--- src/rtl/instruction_fetch_unit.sv ---
// Fetch stage: drives fetch_pc to a combinational imem, resolves J-type jumps, and queues {instr, pc} for decode.
// Latency: a word fetched in cycle N heads the queue in N+1. Backpressure: fetch holds its PC while the queue is full and nothing drains.
module instruction_fetch_unit #(
  parameter logic [31:0] RESET_PC    = 32'h0000_0000,
  parameter int          QUEUE_DEPTH = 2,
  parameter logic [5:0]  JUMP_OPCODE = 6'b000010
) (
  input  logic        clock,
  input  logic        reset,
  output logic [31:0] imem_address,
  input  logic [31:0] imem_instruction,
  output logic        if_valid,
  output logic [31:0] if_instruction,
  output logic [31:0] if_pc,
  output logic [31:0] if_pc_plus4,
  input  logic        id_ready,
  input  logic        redirect_valid,
  input  logic [31:0] redirect_target,
  output logic [31:0] stall_count
);

  localparam int PTR_W = (QUEUE_DEPTH > 1) ? $clog2(QUEUE_DEPTH) : 1;
  localparam int CNT_W = PTR_W + 1;
  localparam logic [CNT_W-1:0] DEPTH_C = CNT_W'(QUEUE_DEPTH);

  logic [31:0]      fetch_pc_q, fetch_pc_d;
  logic [CNT_W-1:0] count_q, count_d;
  logic [PTR_W-1:0] head_q, head_d;
  logic [PTR_W-1:0] tail_q, tail_d;
  logic [31:0]      stall_count_q, stall_count_d;
  logic [31:0]      q_instr_q [QUEUE_DEPTH];
  logic [31:0]      q_instr_d [QUEUE_DEPTH];
  logic [31:0]      q_pc_q    [QUEUE_DEPTH];
  logic [31:0]      q_pc_d    [QUEUE_DEPTH];

  logic        dq;
  logic        enq;
  logic        is_jump;
  logic [31:0] pc_plus4;
  logic [31:0] jump_target;
  logic [31:0] redirect_aligned;

  assign imem_address     = fetch_pc_q;
  assign if_valid         = (count_q != '0);
  assign if_instruction   = q_instr_q[head_q];
  assign if_pc            = q_pc_q[head_q];
  assign if_pc_plus4      = q_pc_q[head_q] + 32'd4;
  assign stall_count      = stall_count_q;

  assign dq               = if_valid & id_ready;
  // A full queue may still accept a word when the head leaves in the same cycle.
  assign enq              = ~redirect_valid & ((count_q < DEPTH_C) | dq);
  assign pc_plus4         = fetch_pc_q + 32'd4;
  assign is_jump          = (imem_instruction[31:26] == JUMP_OPCODE);
  assign jump_target      = {pc_plus4[31:28], imem_instruction[25:0], 2'b00};
  assign redirect_aligned = redirect_target & ~32'h0000_0003;

  always_comb begin
    fetch_pc_d    = fetch_pc_q;
    count_d       = count_q;
    head_d        = head_q;
    tail_d        = tail_q;
    stall_count_d = stall_count_q;
    q_instr_d     = q_instr_q;
    q_pc_d        = q_pc_q;

    if (redirect_valid) begin
      fetch_pc_d = redirect_aligned;
    end else if (enq && is_jump) begin
      fetch_pc_d = jump_target;
    end else if (enq) begin
      fetch_pc_d = pc_plus4;
    end

    if (enq) begin
      q_instr_d[tail_q] = imem_instruction;
      q_pc_d[tail_q]    = fetch_pc_q;
      tail_d            = tail_q + PTR_W'(1);
    end
    if (dq) begin
      head_d = head_q + PTR_W'(1);
    end
    count_d = count_q + CNT_W'(enq) - CNT_W'(dq);

    // Redirect wins over any same-cycle dequeue: the whole queue is dropped.
    if (redirect_valid) begin
      count_d = '0;
      head_d  = '0;
      tail_d  = '0;
    end

    if ((count_q == DEPTH_C) && !dq && !redirect_valid && (stall_count_q != 32'hFFFF_FFFF)) begin
      stall_count_d = stall_count_q + 32'd1;
    end
  end

  always_ff @(posedge clock) begin
    if (reset) begin
      fetch_pc_q    <= RESET_PC;
      count_q       <= '0;
      head_q        <= '0;
      tail_q        <= '0;
      stall_count_q <= '0;
      for (int i = 0; i < QUEUE_DEPTH; i++) begin
        q_instr_q[i] <= '0;
        q_pc_q[i]    <= '0;
      end
    end else begin
      fetch_pc_q    <= fetch_pc_d;
      count_q       <= count_d;
      head_q        <= head_d;
      tail_q        <= tail_d;
      stall_count_q <= stall_count_d;
      q_instr_q     <= q_instr_d;
      q_pc_q        <= q_pc_d;
    end
  end

endmodule

--- config.mk ---
export PLATFORM = sky130hd
export DESIGN_NAME = instruction_fetch_unit
export DESIGN_NICKNAME = d
export VERILOG_FILES = /design/src/rtl/instruction_fetch_unit.sv
export SDC_FILE = /design/constraint.sdc
export NUM_CORES = 1
export LEC_CHECK = 0
export BUFFER_PORTS_ARGS = -buffer_cell sky130_fd_sc_hd__buf_2
export CORE_MARGIN = 8
export CORE_UTILIZATION = 45
export DETAILED_ROUTE_END_ITERATION = 8
export HOLD_SLACK_MARGIN = 0.02
export PLACE_DENSITY = 0.69
export SYNTH_ARGS = -nofsm -noshare
export SYNTH_HDL_FRONTEND = slang
export SYNTH_SLANG_ARGS = --single-unit
--- constraint.sdc ---
create_clock -name clock -period 3.8 [get_ports clock]
set_clock_uncertainty 0.2 [all_clocks]
set_input_delay 0.38 -clock clock [delete_from_list [all_inputs] [get_ports clock]]
set_output_delay 0.38 -clock clock [all_outputs]
set_load 0.01 [all_outputs]
==> flow_metrics.env, run 1 <==
export IMPL_status="finished, final reports clean"
export IMPL_cpPeakStageDelay_ns=0.40
export IMPL_cts_path_max_buffers=2
export IMPL_final_setup_tns_ns=0
export IMPL_synth_top_area_frac=0.3971
export IMPL_grt_pass1_wl_um=47890
export IMPL_worst_slew_pin_slew_ns=0.9134
export IMPL_setup_viol=0
export IMPL_syn_avg_cell_area_um2=7.731
export IMPL_io_buffers=220
export IMPL_finalCritPeriodShare=0.9348
export IMPL_leakage_uw=0.004755
export IMPL_area_growth_pct=22.47
export IMPL_netlist_area_mm2=0.009579
export IMPL_ys_ff_latch=190
export IMPL_nets=1508
export IMPL_period_minus_slack_ns=3.552
export IMPL_hold_violations=0
export IMPL_ys_seq_area_frac=0.3971
export IMPL_multi_input_area_mm2=0.005328
export IMPL_slew_viol_final=0
export IMPL_die_h_um=161.9
export IMPL_critPathSlowestCell="dfxtp_4"
export IMPL_cts_root_buf="clkbuf_16"
export IMPL_post_cts_setup_buffers=0
export IMPL_hp_class="in -> reg"
export IMPL_coreArea_mm2=0.02096
export IMPL_antenna_found_initial=1
export IMPL_path_clk_slew_ns=0.07
export IMPL_numCtsBuffers=17
export IMPL_pwr_share_seq=0.483
export IMPL_postRouteWirelength_um=30380
export IMPL_grt_ovfl_total=0
export IMPL_seq_area_mm2=0.003807
export IMPL_swShare=0.2885
export IMPL_cts_sinks=190
export IMPL_ys_warn_count=0
export IMPL_p_sw_uw=1281
export IMPL_p_int_uw=3158
export IMPL_synthTopCellsByArea="dfxtp_1 (40%), nand2_1 (12%), a21oi_1 (9.5%)"
export IMPL_p_comb_frac=0.116
export IMPL_path_max_fanout=14
export IMPL_drcViolationCount=0
export IMPL_synth_enable_flop_cells=0
export IMPL_initialDrtViolationCount=706
export IMPL_grt_max_degree=80
export IMPL_io_pins=229
export IMPL_rsz0062_at_grt="no"
export IMPL_pwr_share_clk=0.401
export IMPL_async_flop_share=0
export IMPL_yosys_most_used_dff="dfxtp_1"
export IMPL_n_fill_cell=1985
export IMPL_startpoint_type="flip-flop"
export IMPL_cts_tree="done"
export IMPL_cp_arrival_ns=2.97
export IMPL_drive_gt1_frac=0.2348
export IMPL_fin_area_mm2=0.01173
export IMPL_grt_usage=0.2250
export IMPL_placed_cell_area_mm2=0.01081
export IMPL_ir_drop_v=0.0003237
export IMPL_synth_most_common_cell="nand2_1"
export IMPL_wl_per_cell_um=17.63
export IMPL_yosysTopAreaCell="dfxtp_1"
export IMPL_critical_path_buf_inv_count=2
export IMPL_synth_cell_type_count=59
export IMPL_critPathRequiredTime_ns=3.22
export IMPL_cpLargestDelayFamily="simple AND/OR/NAND/NOR gates"
export IMPL_crit_chain="nand2b_1 -> and2_1 -> inv_1 -> ha_1 -> nand4_1 -> a22oi_1 -> nand3_1 -> nor3_1 -> xor2_1 -> buf_2"
export IMPL_die_w_um=161.9
export IMPL_fmax_mhz=281.5
export IMPL_yosys_top_cells_count="nand2_1 (312), dfxtp_1 (190), a21oi_1 (182)"
export IMPL_rows=53
export IMPL_initial_core_util=0.4571
export IMPL_end_kind="output pin"
export IMPL_worstSkewPairLatency_ns=0.44
export IMPL_grt_pass1_vias=9064
export IMPL_drt_vias_per_instance=5.551
export IMPL_antenna_left=0
export IMPL_maxSlewHeadroom=0.3911
export IMPL_route_vias_total=9564
export IMPL_drtPass1Iterations=5
export IMPL_critical_path_class="reg -> out"
export IMPL_routabilityCongestion=0.9394
export IMPL_maxCapViolCount=0
export IMPL_htree_levels=4
export IMPL_dp_hpwl_um=21790
export IMPL_power_density_mw_per_mm2=378.4
export IMPL_die_area_mm2=0.02621
export IMPL_num_antenna_cells=0
export IMPL_synth_cells=1239
-- registers in the layout, summed over array words and instances, names as in the netlist --
signal,cells
head_q,1
count_q,2
q_instr_q,64
imem_address,30
tail_q,1
stall_count,32
q_pc_q,60
-- cell usage in the layout, fill, tap and decap left out, types with 4 or more instances in the layout --
cell and count:
nand2_1 311, buf_2 219, dfxtp_1 189, a21oi_1 182, mux2_2 55, nor2_1 46, nand4_1 38, xnor2_1 34
dlygate4sd3_1 33, xor2_1 28, nand3_1 25, o21ai_0 23, nor3_1 20, inv_1 17, clkbuf_16 17, o22ai_1 16
buf_4 16, or3_1 14, and4_1 13, and3_1 11, nor4_1 11, mux2i_1 10, o31ai_1 7, and2_1 6
nand4b_1 6, a211oi_1 6, conb_1 6, inv_8 6, nand2b_1 5, nor2b_1 5, or4_1 5, ha_1 5
a31oi_1 4, inv_6 4
-- stage by stage --
stage / std cells / hold slack, ns / util / worst slack [ns] / power, uW
floorplan: 1244 / 0.2329 / - / 0.05616 / 2458
global placement: 1658 / 0.2382 / 0.5159 / 0.6991 / 2670
detailed placement: 1658 / 0.2431 / 0.5159 / 0.6440 / 2678
CTS: 1723 / 0.02054 / 0.5596 / 0.1678 / 4471
global route: 1723 / 0.02074 / 0.5598 / 0.03120 / 4609
finish: 1723 / 0.03074 / 0.5598 / 0.2477 / 4439
-- worst paths after layout --
kind | from | end | slack [ns] | cells past startpoint
setup / recovery | head_q | if_pc_plus4[18] | 0.25 | 10
hold / removal | imem_instruction[7] | q_instr_q[7] | 0.03 | 3
setup reg to reg | count_q[1] | q_instr_q[39] | 1.17 | 5
hold reg to reg | q_instr_q[25] | q_instr_q[25] | 0.25 | 2
-- logic make-up (layout without fill, tap and decap cells) --
| family | after synthesis | count (layout) | share of synthesized area |
|---|---|---|---|
| AO/OA/AOI/OAI | 265 | 265 | 0.1558 |
| XOR/XNOR | 62 | 62 | 0.05669 |
| adder cells (fa/ha/maj) | 5 | 5 | 0.006531 |
| buffers and inverters | 117 | 321 | 0.05029 |
| flip-flops | 190 | 190 | 0.3971 |
| multiplexers | 65 | 65 | 0.07510 |
| other | 1 | 6 | 0.0003915 |
| AND/OR/NAND/NOR | 534 | 534 | 0.2581 |
-- tightest hold or removal path, cell delays in order --
cell and delay [ns]:
buf_2 0.13, nand2_1 0.06, a21oi_1 0.05
-- per-layer routing --
layer,GRT usage,share of wire,up-vias
li1,-,-,4686
met1,0.2831,0.43,4444
met2,0.3595,0.45,368
met3,0.04885,0.078,64
met4,0.1098,0.039,2
met5,0,0.00026,-
-- power by group through the flow --
stage	sequential [uW]	combinational, uW	clock, uW
after global placement	2190	484	0
after detailed placement	2190	490	0
final	2140	516	1780
after floorplan	2160	299	0
after CTS	2140	518	1810
after global routing	2160	563	1890
-- final cells by class --
| class | count | share of cell area |
|---|---|---|
| timing repair buffer | 271 | 0.1362 |
| clock inverter | 15 | 0.01376 |
| multi-input combinational | 937 | 0.4541 |
| clock buffer | 17 | 0.03626 |
| sequential | 190 | 0.3246 |
| tap | 275 | 0.02933 |
| inverter | 18 | 0.005759 |
-- timing repair --
action	in CTS	in global routing
resized for setup	0	1
hold endpoints to repair	46	0
hold buffers	33	0
setup endpoints to repair	0	6
(Power assumes the default switching activity.)
==> run 2, diff against run 1 <==
- REMOVE_ABC_BUFFERS: unset -> 1
==> run 2 against run 1 <==
  * Fmax rose by 3.7%
  * Non-clock buffer count rose by 5
  * Die area unchanged
  * Utilization up 0.48 points
  * Flip-flop and latch count unchanged
  * First-iteration DRC count increased by 1.7%
  * Global-route usage down 0.17 points
  * Clock power up 4%
  * Worst hold slack improved by 0.0023 ns
  * Sequential share of layout area fell by 0.27 points
  * Final cell count is 0.35% higher
  * Critical path type unchanged
  * Largest cell class unchanged
  * Largest power group unchanged
==> flow_metrics.env, run 2 (synthesized netlist as in run 1, its figures left out) <==
export IMPL_drive_gt1_frac=0.2361
export IMPL_antenna_left=0
export IMPL_final_cell_mix="nand2_1 (311), buf_2 (219), dfxtp_1 (189)"
export IMPL_dp_hpwl_um=20950
export IMPL_leakage_uw=0.004785
export IMPL_die_w_um=161.9
export IMPL_setup_viol=0
export IMPL_critical_path_class="reg -> out"
export IMPL_path_clk_slew_ns=0.07
export IMPL_p_comb_frac=0.114
export IMPL_hold_path_cell_count=3
export IMPL_slew_viol_final=0
export IMPL_r2r_slack_ns=1.24
export IMPL_fmax_mhz=292.0
export IMPL_p_int_uw=3298
export IMPL_path_max_fanout=28
export IMPL_die_area_mm2=0.02621
export IMPL_power_density_mw_per_mm2=380.2
export IMPL_cts_path_max_buffers=2
export IMPL_n_fill_cell=1990
export IMPL_io_pins=229
export IMPL_maxSlewHeadroom=0.2637
export IMPL_io_buffers=220
export IMPL_finalPower_uw=4498
export IMPL_cp_arrival_ns=2.84
export IMPL_ir_drop_v=0.0003184
export IMPL_drcViolationCount=0
export IMPL_routabilityCongestion=0.8231
export IMPL_fin_cells=1729
export IMPL_hold_violations=0
export IMPL_period_minus_slack_ns=3.425
export IMPL_final_setup_tns_ns=0
export IMPL_area_growth_pct=23.51
export IMPL_largest_register_ffs=64
export IMPL_coreArea_mm2=0.02096
export IMPL_worst_r2r_cell_count=6
export IMPL_grt_usage=0.2233
export IMPL_rsz0062_at_grt="no"
export IMPL_cts_sinks=190
export IMPL_drtPass1Iterations=5
export IMPL_p_sw_uw=1200
export IMPL_worstSkewPairLatency_ns=0.43
export IMPL_grt_ovfl_total=0
export IMPL_die_h_um=161.9
export IMPL_swShare=0.2668
export IMPL_pwr_share_seq=0.476
export IMPL_finalCritPeriodShare=0.9013
export IMPL_route_vias_total=9457
export IMPL_critPathRequiredTime_ns=3.22
export IMPL_htree_levels=4
export IMPL_nets=1513
export IMPL_status="finished, final reports clean"
export IMPL_cts_tree="done"
export IMPL_hp_class="in -> reg"
export IMPL_initial_core_util=0.4571
export IMPL_startpoint_type="flip-flop"
export IMPL_postRouteWirelength_um=29940
export IMPL_pwr_share_clk=0.410
export IMPL_grt_max_degree=105
export IMPL_drt_vias_per_instance=5.470
export IMPL_placed_cells=1658
export IMPL_antenna_found_initial=1
export IMPL_grt_pass1_wl_um=48060
export IMPL_regMostFlops="q_instr_q"
export IMPL_wl_per_cell_um=17.32
export IMPL_initialDrtViolationCount=718
export IMPL_cts_root_buf="clkbuf_16"
export IMPL_numCtsBuffers=17
export IMPL_grt_pass1_vias=9138
export IMPL_worst_slew_pin_slew_ns=1.104
export IMPL_rows=53
export IMPL_end_kind="output pin"
export IMPL_maxCapViolCount=0
export IMPL_final_common_cell="nand2_1"
run 2: changes by cell type in the layout (fill, tap and decap cells not counted), moves of 2 or more:
| cell | previous run | this run |
|---|---|---|
| clkbuf_8 | 0 | 2 |
| bufinv_16 | 0 | 2 |
| clkinv_8 | 2 | 0 |
| dlygate4sd3_1 | 33 | 37 |
| inv_8 | 6 | 2 |
run 2: through the flow:
| stage | setup slack [ns] | instance area [um^2] | hold slack (ns) | utilization |
|---|---|---|---|---|
| after floorplan | -0.7227 | 9184 | 0.2268 | - |
| after global placement | 0.5344 | 10820 | 0.2382 | 0.5165 |
| after detailed placement | 0.4287 | 10820 | 0.2447 | 0.5165 |
| after CTS | 0.1318 | 11800 | 0.02040 | 0.5632 |
| after global routing | 0.1344 | 11830 | 0.02478 | 0.5646 |
| final | 0.3752 | 11830 | 0.03304 | 0.5646 |
run 2: repair_timing:
action | in CTS | in global routing
hold buffers | 37 | 0
pin swaps | 0 | 1
hold endpoints to repair | 54 | 0
endpoints found under the setup margin | 2 | 7
setup buffers | 0 | 1
cloned | 0 | 0
gates resized for setup | 1 | 3
run 2: final cells by class:
type | instances | area [um^2] | area share
inverters | 18 | 67.56 | 0.005711
clock buffers | 20 | 456.7 | 0.03860
well taps | 275 | 344.1 | 0.02908
diodes | 1 | 2.502 | 0.0002115
repair buffers | 276 | 1645 | 0.1391
multi-input cells | 937 | 5360 | 0.4530
flip-flops and latches | 190 | 3807 | 0.3218
clock inverters | 12 | 147.6 | 0.01248
run 2: per-layer routing:
layer | GRT usage | part of all wire
met4 | 0.07786 | 0.022
met3 | 0.04860 | 0.066
met2 | 0.3779 | 0.48
met5 | 0 | 0
met1 | 0.2751 | 0.43
run 2: worst max-delay path, cell delays in order, from the launching register on:
cell and delay, ns:
dfxtp_4 0.45, nand2b_1 0.18, and2_1 0.16, inv_1 0.07, ha_1 0.21, nand4_1 0.15
a22oi_2 0.35, nand3_4 0.24, nor3b_1 0.27, xor2_1 0.19, buf_2 0.16
run 2: power by group through the flow:
stage | logic (uW) | registers, uW | clock network, uW
detailed placement | 484 | 2190 | 0
global placement | 477 | 2180 | 0
global route | 563 | 2150 | 1960
floorplan | 236 | 2170 | 0
CTS | 516 | 2140 | 1880
finish | 512 | 2140 | 1850
run 2: path summary, 6_finish.rpt:
kind / startpoint / endpoint
setup reg to reg: stall_count[10] / stall_count[2]
hold / removal: imem_instruction[21] / q_instr_q[53]
setup / recovery: head_q / if_pc_plus4[28]
hold reg to reg: q_instr_q[23] / q_instr_q[23]
